### config.mk
export PLATFORM = sky130hd
export DESIGN_NAME = button_conditioner
export DESIGN_NICKNAME = d
export VERILOG_FILES = /design/src/rtl/button_conditioner.sv
export SDC_FILE = /design/constraint.sdc
export NUM_CORES = 1
export LEC_CHECK = 0
export CORE_ASPECT_RATIO = 0.5
export CORE_UTILIZATION = 55
export DETAILED_ROUTE_END_ITERATION = 7
export GPL_ROUTABILITY_DRIVEN = 0
export PLACE_DENSITY = 0.78
export SLEW_MARGIN = 10
export SYNTH_ARGS = -nofsm -noshare
export SYNTH_HDL_FRONTEND = slang
export SYNTH_SLANG_ARGS = --single-unit
### constraint.sdc
create_clock -name clock50MHz -period 2.7 [get_ports clock50MHz]
set_input_delay 0.54 -clock clock50MHz [delete_from_list [all_inputs] [get_ports clock50MHz]]
set_output_delay 0.54 -clock clock50MHz [all_outputs]
set_load 0.005 [all_outputs]
### src/rtl/button_conditioner.sv
// button_conditioner
//   Front end for the HH:MM:SS time-set buttons. Each raw active-low button
//   is synchronised, then debounced on a 1 kHz sample tick. While manual-set
//   mode is on, each button produces a one-clock increment strobe. The first
//   strobe comes on the press. Further strobes repeat after HOLD_TICKS ticks,
//   then every REPEAT_TICKS ticks while the button stays held.
//
// Ports
//   clock50MHz   in   system clock
//   resetn       in   asynchronous, active-low reset
//   push_button  in   [2:0] raw buttons, active-low (0=sec, 1=min, 2=hour)
//   man_switch   in   manual time-set enable, 1 = set mode
//   inc_pulse    out  [2:0] one-clock increment strobes
//   btn_level    out  [2:0] debounced state, 1 = pressed
//   tick_1k      out  one-clock sample tick, shared with neighbouring blocks
module button_conditioner #(
  parameter int TICK_DIV     = 49999,
  parameter int DB_LEN       = 8,
  parameter int HOLD_TICKS   = 500,
  parameter int REPEAT_TICKS = 200
) (
  input  logic       clock50MHz,
  input  logic       resetn,
  input  logic [2:0] push_button,
  input  logic       man_switch,
  output logic [2:0] inc_pulse,
  output logic [2:0] btn_level,
  output logic       tick_1k
);

  localparam int TW = (TICK_DIV > 0) ? $clog2(TICK_DIV + 1) : 1;

  typedef enum logic [1:0] {IDLE, HOLD, REPEAT} state_t;

  // Stage p0/p1: two-flop synchroniser. Idle level is released (1).
  logic [2:0] sync_p0;
  logic [2:0] sync_p1;
  logic [2:0] pressed;

  always_ff @(posedge clock50MHz or negedge resetn) begin
    if (!resetn) begin
      sync_p0 <= 3'b111;
      sync_p1 <= 3'b111;
    end else begin
      sync_p0 <= push_button;
      sync_p1 <= sync_p0;
    end
  end

  assign pressed = ~sync_p1;

  // Sample-tick divider: tick_1k is high for the cycle after the
  // terminal count, so the first tick follows TICK_DIV+1 clocks after reset.
  logic [TW-1:0] tick_cnt;

  always_ff @(posedge clock50MHz or negedge resetn) begin
    if (!resetn) begin
      tick_cnt <= '0;
      tick_1k  <= 1'b0;
    end else begin
      tick_1k <= (tick_cnt == TW'(TICK_DIV));
      if (tick_cnt == TW'(TICK_DIV)) begin
        tick_cnt <= '0;
      end else begin
        tick_cnt <= tick_cnt + TW'(1);
      end
    end
  end

  for (genvar b = 0; b < 3; b++) begin : g_btn
    // Debounce: only the last DB_LEN-1 samples are stored. The current
    // sample completes the window, so the level changes on the tick that
    // qualifies and is visible in the next cycle.
    logic [DB_LEN-2:0] db_hist;
    logic [DB_LEN-1:0] db_window;
    logic              level_q;

    assign db_window = {db_hist, pressed[b]};

    always_ff @(posedge clock50MHz or negedge resetn) begin
      if (!resetn) begin
        db_hist <= '0;
        level_q <= 1'b0;
      end else if (tick_1k) begin
        db_hist <= db_window[DB_LEN-2:0];
        if (&db_window) begin
          level_q <= 1'b1;
        end else if (~|db_window) begin
          level_q <= 1'b0;
        end
      end
    end

    assign btn_level[b] = level_q;

    // Press / hold / auto-repeat FSM.
    state_t     state;
    state_t     state_next;
    logic [9:0] hold_cnt;
    logic [9:0] hold_cnt_next;
    logic [9:0] hold_inc;
    logic       pulse_q;
    logic       pulse_next;

    // The counter saturates so it can never wrap past the compare value.
    assign hold_inc = (hold_cnt == 10'h3FF) ? hold_cnt : hold_cnt + 10'd1;

    always_ff @(posedge clock50MHz or negedge resetn) begin
      if (!resetn) begin
        state    <= IDLE;
        hold_cnt <= '0;
        pulse_q  <= 1'b0;
      end else begin
        state    <= state_next;
        hold_cnt <= hold_cnt_next;
        pulse_q  <= pulse_next;
      end
    end

    always_comb begin
      state_next    = state;
      hold_cnt_next = hold_cnt;
      pulse_next    = 1'b0;
      if (!man_switch || !level_q) begin
        // Leaving set mode or releasing the button always restarts cleanly.
        // A press that is still held when set mode returns counts as new.
        state_next    = IDLE;
        hold_cnt_next = '0;
      end else begin
        case (state)
          IDLE: begin
            state_next    = HOLD;
            hold_cnt_next = '0;
            pulse_next    = 1'b1;
          end
          HOLD: begin
            if (tick_1k) begin
              if (hold_inc >= 10'(HOLD_TICKS)) begin
                state_next    = REPEAT;
                hold_cnt_next = '0;
                pulse_next    = 1'b1;
              end else begin
                hold_cnt_next = hold_inc;
              end
            end
          end
          REPEAT: begin
            if (tick_1k) begin
              if (hold_inc >= 10'(REPEAT_TICKS)) begin
                hold_cnt_next = '0;
                pulse_next    = 1'b1;
              end else begin
                hold_cnt_next = hold_inc;
              end
            end
          end
          default: begin
            state_next    = IDLE;
            hold_cnt_next = '0;
          end
        endcase
      end
    end

    assign inc_pulse[b] = pulse_q;
  end

endmodule
==> flow_summary.toml <==
[power]
power_density_nw_per_um2 = 450.5
pwr-share-comb_pct = 1.4
fin_total_pwr_mw = 2.531
switching_power_uw = 582.0
p_sw_share_pct = 22.99
peakVddDrop_v = 0.0003918
leakagePower_nw = 2.381
seq_power_share_pct = 51.3
p_int_mw = 1.949
clockPowerShare_pct = 47.3

[layout]
nFillCells = 676
diodes = 0
drive_above_1_share_pct = 13.67
postLayoutCoreUtil_pct = 63.42
multi_input_area_um2 = 2753
nNetsFinal = 554
area_growth_syn_to_layout_pct = 10.27
instances_no_fill = 651
regArea_um2 = 2160

[floorplanning]
ios = 13
core_area_um2 = 8859
die-area_um2 = 9676
core.rowCount = 24
initial_core_util_pct = 57.51
die_w_um = 138.1
die_h_um = 70.06

[sta]
setup_viol = 0
skew_ns = 0.007366
period_needed_ns = 2.561
worstMarginPinSlew_ns = 0.6080
hold_viol_final = 0
drv_slew = 0
grt_setup_unrepaired = "true"
holdWs_ns = 0.2023
timing.final.ws_setup_ns = 0.1388
fmax_mhz = 390.4
slew_headroom_pct = 59.46
period_share_pct = 94.86

[drt]
routed_wl_um = 10770
drt_iter0_markers = 329
vias = 4109
drc_errors = 2
avgViaCountPerCell = 6.312
firstDrtPassIters = 7
avgRoutedWirePerCell_um = 16.54
final_antenna_net_count = 0

[worst_setup_path]
cp_num_buf_inv = 0
end_kind = "flop"
required_ns = 2.93
critPathTopFamily = "compound AO/OA/AOI/OAI gates"
crit_type = "flop to flop"
max_stage_delay_ns = 0.45
arrival_ns = 2.79
start_kind = "flop"
r2r_end = "g_btn[1].hold_cnt[0]"
crit_slowest_cell = "dfrtp_1"
path_depth = 7
path_cells = "ha_2 -> nand4_2 -> nor3_2 -> o21ai_0 -> a211o_1 -> o2bb2ai_4 -> mux2_2"
r2r-start = "g_btn[1].hold_cnt[0]"
path_max_fanout = 16
r2r_slack_ns = 0.14
ff2ff_path_depth = 7

[clock_network]
ctsHoldBuffers = 0
clockRootBuffer = "clkbuf_16"
cts_buffers = 9
insertion_delay_ns = 0.34
postCtsSetupBuffers = 0
tritoncts = "yes"
cts_buffer_depth = 2
clock-sinks = 86
cts_max_level = 3
path_clk_slew_ns = 0.07

[logic_synthesis]
postSynthAreaPerCell_um2 = 9.686
syn_inst = 526
async_flop_share_pct = 100.0
synth_area_um2 = 5095
yosys.area.top_type = "dfrtp_1"
ys_top_cells_by_area = "dfrtp_1, ha_1, mux2_2"
ys_seq_area_share_pct = 42.39
yosysTopAreaCellShare_pct = 39.29
ys.flop_type = "dfrtp_1"
synth_seq_cells = 86
synth_edf_count = 0
synth.distinct_cells = 70
synth_warnings = 0
syn_nets = 551

[global_routing]
antenna_found_initial = 0
gr-total-overflow = 0
grt_pass1_vias = 3888
grt_max_degree = 50
grt_use_total_pct = 23.43
grt_pass1_wl_um = 18370

[status]
status = "finished with violations"
violations = "design-rule violations"

[flow_run]
drv_cap = 0

[placement]
post-place-cells = 634
hpwlAfterDp_um = 7292
dpl_worst_slack_ns = 0.03100
portBuffers = 12

[min_path]
hold_class = "input pin to asynchronous set/reset pin"
-- flip-flops by register name (all words and copies together) (netlist names) --
name / cells
g_btn.hold_cnt: 30
g_btn.db_hist: 21
tick_cnt: 16
g_btn.state: 6
g_btn.level_q: 3
g_btn.pulse_q: 3
sync_p0: 3
sync_p1: 3
tick_1k: 1
-- cell usage after synthesis (all sizes together), types with 4 or more instances --
library cell and count:
dfrtp 80, nand2 48, nor2 37, mux2 22, nand3 21, a21oi 20
buf 20, ha 19, nor3 19, nand4 18, o21ai 18, and3 16
clkbuf 13, inv 13, a31oi 12, and2 12, a41oi 8, xnor2 8
and4 7, xor2 7, a211oi 6, dfstp 6, mux2i 6, nor3b 6
o31ai 6, o211a 5, o211ai 5, or3 5, nand3b 4, nor4 4
o31a 4
-- area by class of cell --
type                    instances  share of cell area, %
flip-flops and latches         86                  38.44
well taps                     117                  2.606
multi-input cells             395                  49.00
clock inverters                 7                  1.158
repair buffers                 24                  3.920
inverters                      13                 0.8686
clock buffers                   9                  4.009
-- power by group through the flow --
stage               registers, mW  logic (mW)  clock network, mW
floorplan                    1.32    0.000121                  0
global placement             1.32      0.0373                  0
detailed placement           1.32      0.0379                  0
CTS                          1.30      0.0380               1.22
global route                 1.30      0.0417               1.27
finish                       1.30      0.0350               1.20
-- cell usage in the layout, fill, tap and decap left out, types with 4 or more instances in the layout --
| cell | count |
|---|---|
| a211oi_1 | 5 |
| a21oi_1 | 20 |
| a31oi_1 | 12 |
| a41oi_1 | 7 |
| and2_1 | 12 |
| and3_1 | 16 |
| and4_1 | 7 |
| buf_4 | 12 |
| clkbuf_16 | 9 |
| clkdlybuf4s50_1 | 11 |
| dfrtp_1 | 80 |
| dfstp_2 | 6 |
| ha_1 | 17 |
| inv_1 | 13 |
| mux2_2 | 21 |
| mux2i_1 | 6 |
| nand2_1 | 48 |
| nand3_1 | 21 |
| nand3b_1 | 4 |
| nand4_1 | 17 |
| nor2_1 | 37 |
| nor3_1 | 18 |
| nor3b_1 | 6 |
| nor4_1 | 4 |
| o211a_1 | 5 |
| o211ai_1 | 5 |
| o21ai_0 | 17 |
| o31a_1 | 4 |
| o31ai_1 | 5 |
| or3_1 | 5 |
| xnor2_1 | 8 |
| xor2_1 | 7 |
-- kinds of logic (layout without fill, tap and decap cells) --
kind of cell	Yosys count	after routing	share of synthesized area [%]
AO/OA/AOI/OAI	122	123	18.10
XOR/XNOR	15	15	2.579
adder cells (fa/ha/maj)	19	19	4.666
buffers and inverters	46	53	4.298
flip-flops	86	86	42.39
multiplexers	28	28	6.115
AND/OR/NAND/NOR	210	210	21.86
-- routing by layer --
| metal | track usage [%] | share of wire [%] | vias up |
|---|---|---|---|
| li1 | - | - | 1972 |
| met1 | 30.69 | 47 | 1976 |
| met2 | 39.23 | 46 | 145 |
| met3 | 4.595 | 5.8 | 16 |
| met4 | 8.115 | 1.1 | 0 |
| met5 | 0 | 0 | - |
-- worst reg2reg max path, delay by kind of cell (launching register included) --
family	cells	cell delay [ns]
adder cells (fa/ha/maj)	1	0.33
multiplexers	1	0.30
AO/OA/AOI/OAI	3	0.77
AND/OR/NAND/NOR	2	0.60
flip-flops	1	0.45
-- worst max path at each step --
| stage | startpoint | endpoint | slack [ns] |
|---|---|---|---|
| floorplan | g_btn[0].hold_cnt[0] | g_btn[0].hold_cnt[7] | 0.41 |
| global placement | g_btn[1].hold_cnt[0] | g_btn[1].hold_cnt[5] | 0.18 |
| detailed placement | g_btn[1].hold_cnt[0] | g_btn[1].hold_cnt[4] | 0.03 |
| CTS | g_btn[1].hold_cnt[0] | g_btn[1].hold_cnt[0] | 0.09 |
| global route | g_btn[1].hold_cnt[0] | g_btn[1].hold_cnt[7] | -0.03 |
| finish | g_btn[1].hold_cnt[0] | g_btn[1].hold_cnt[0] | 0.14 |
-- stage by stage --
step | instance area [um^2] | TNS (ns)
4_1_cts | 5594 | 0
5_1_grt | 5618 | -0.04247
3_3_place_gp | 5291 | 0
6_report | 5618 | 0
2_1_floorplan | 5095 | 0
3_5_place_dp | 5291 | 0
-- repair_timing --
action | CTS | global route
gates cloned | 0 | 1
gates resized for setup | 1 | 3
pin swaps | 0 | 1
endpoints found under the setup margin | 2 | 20
Note: power is estimated with default switching activity, not from simulation.
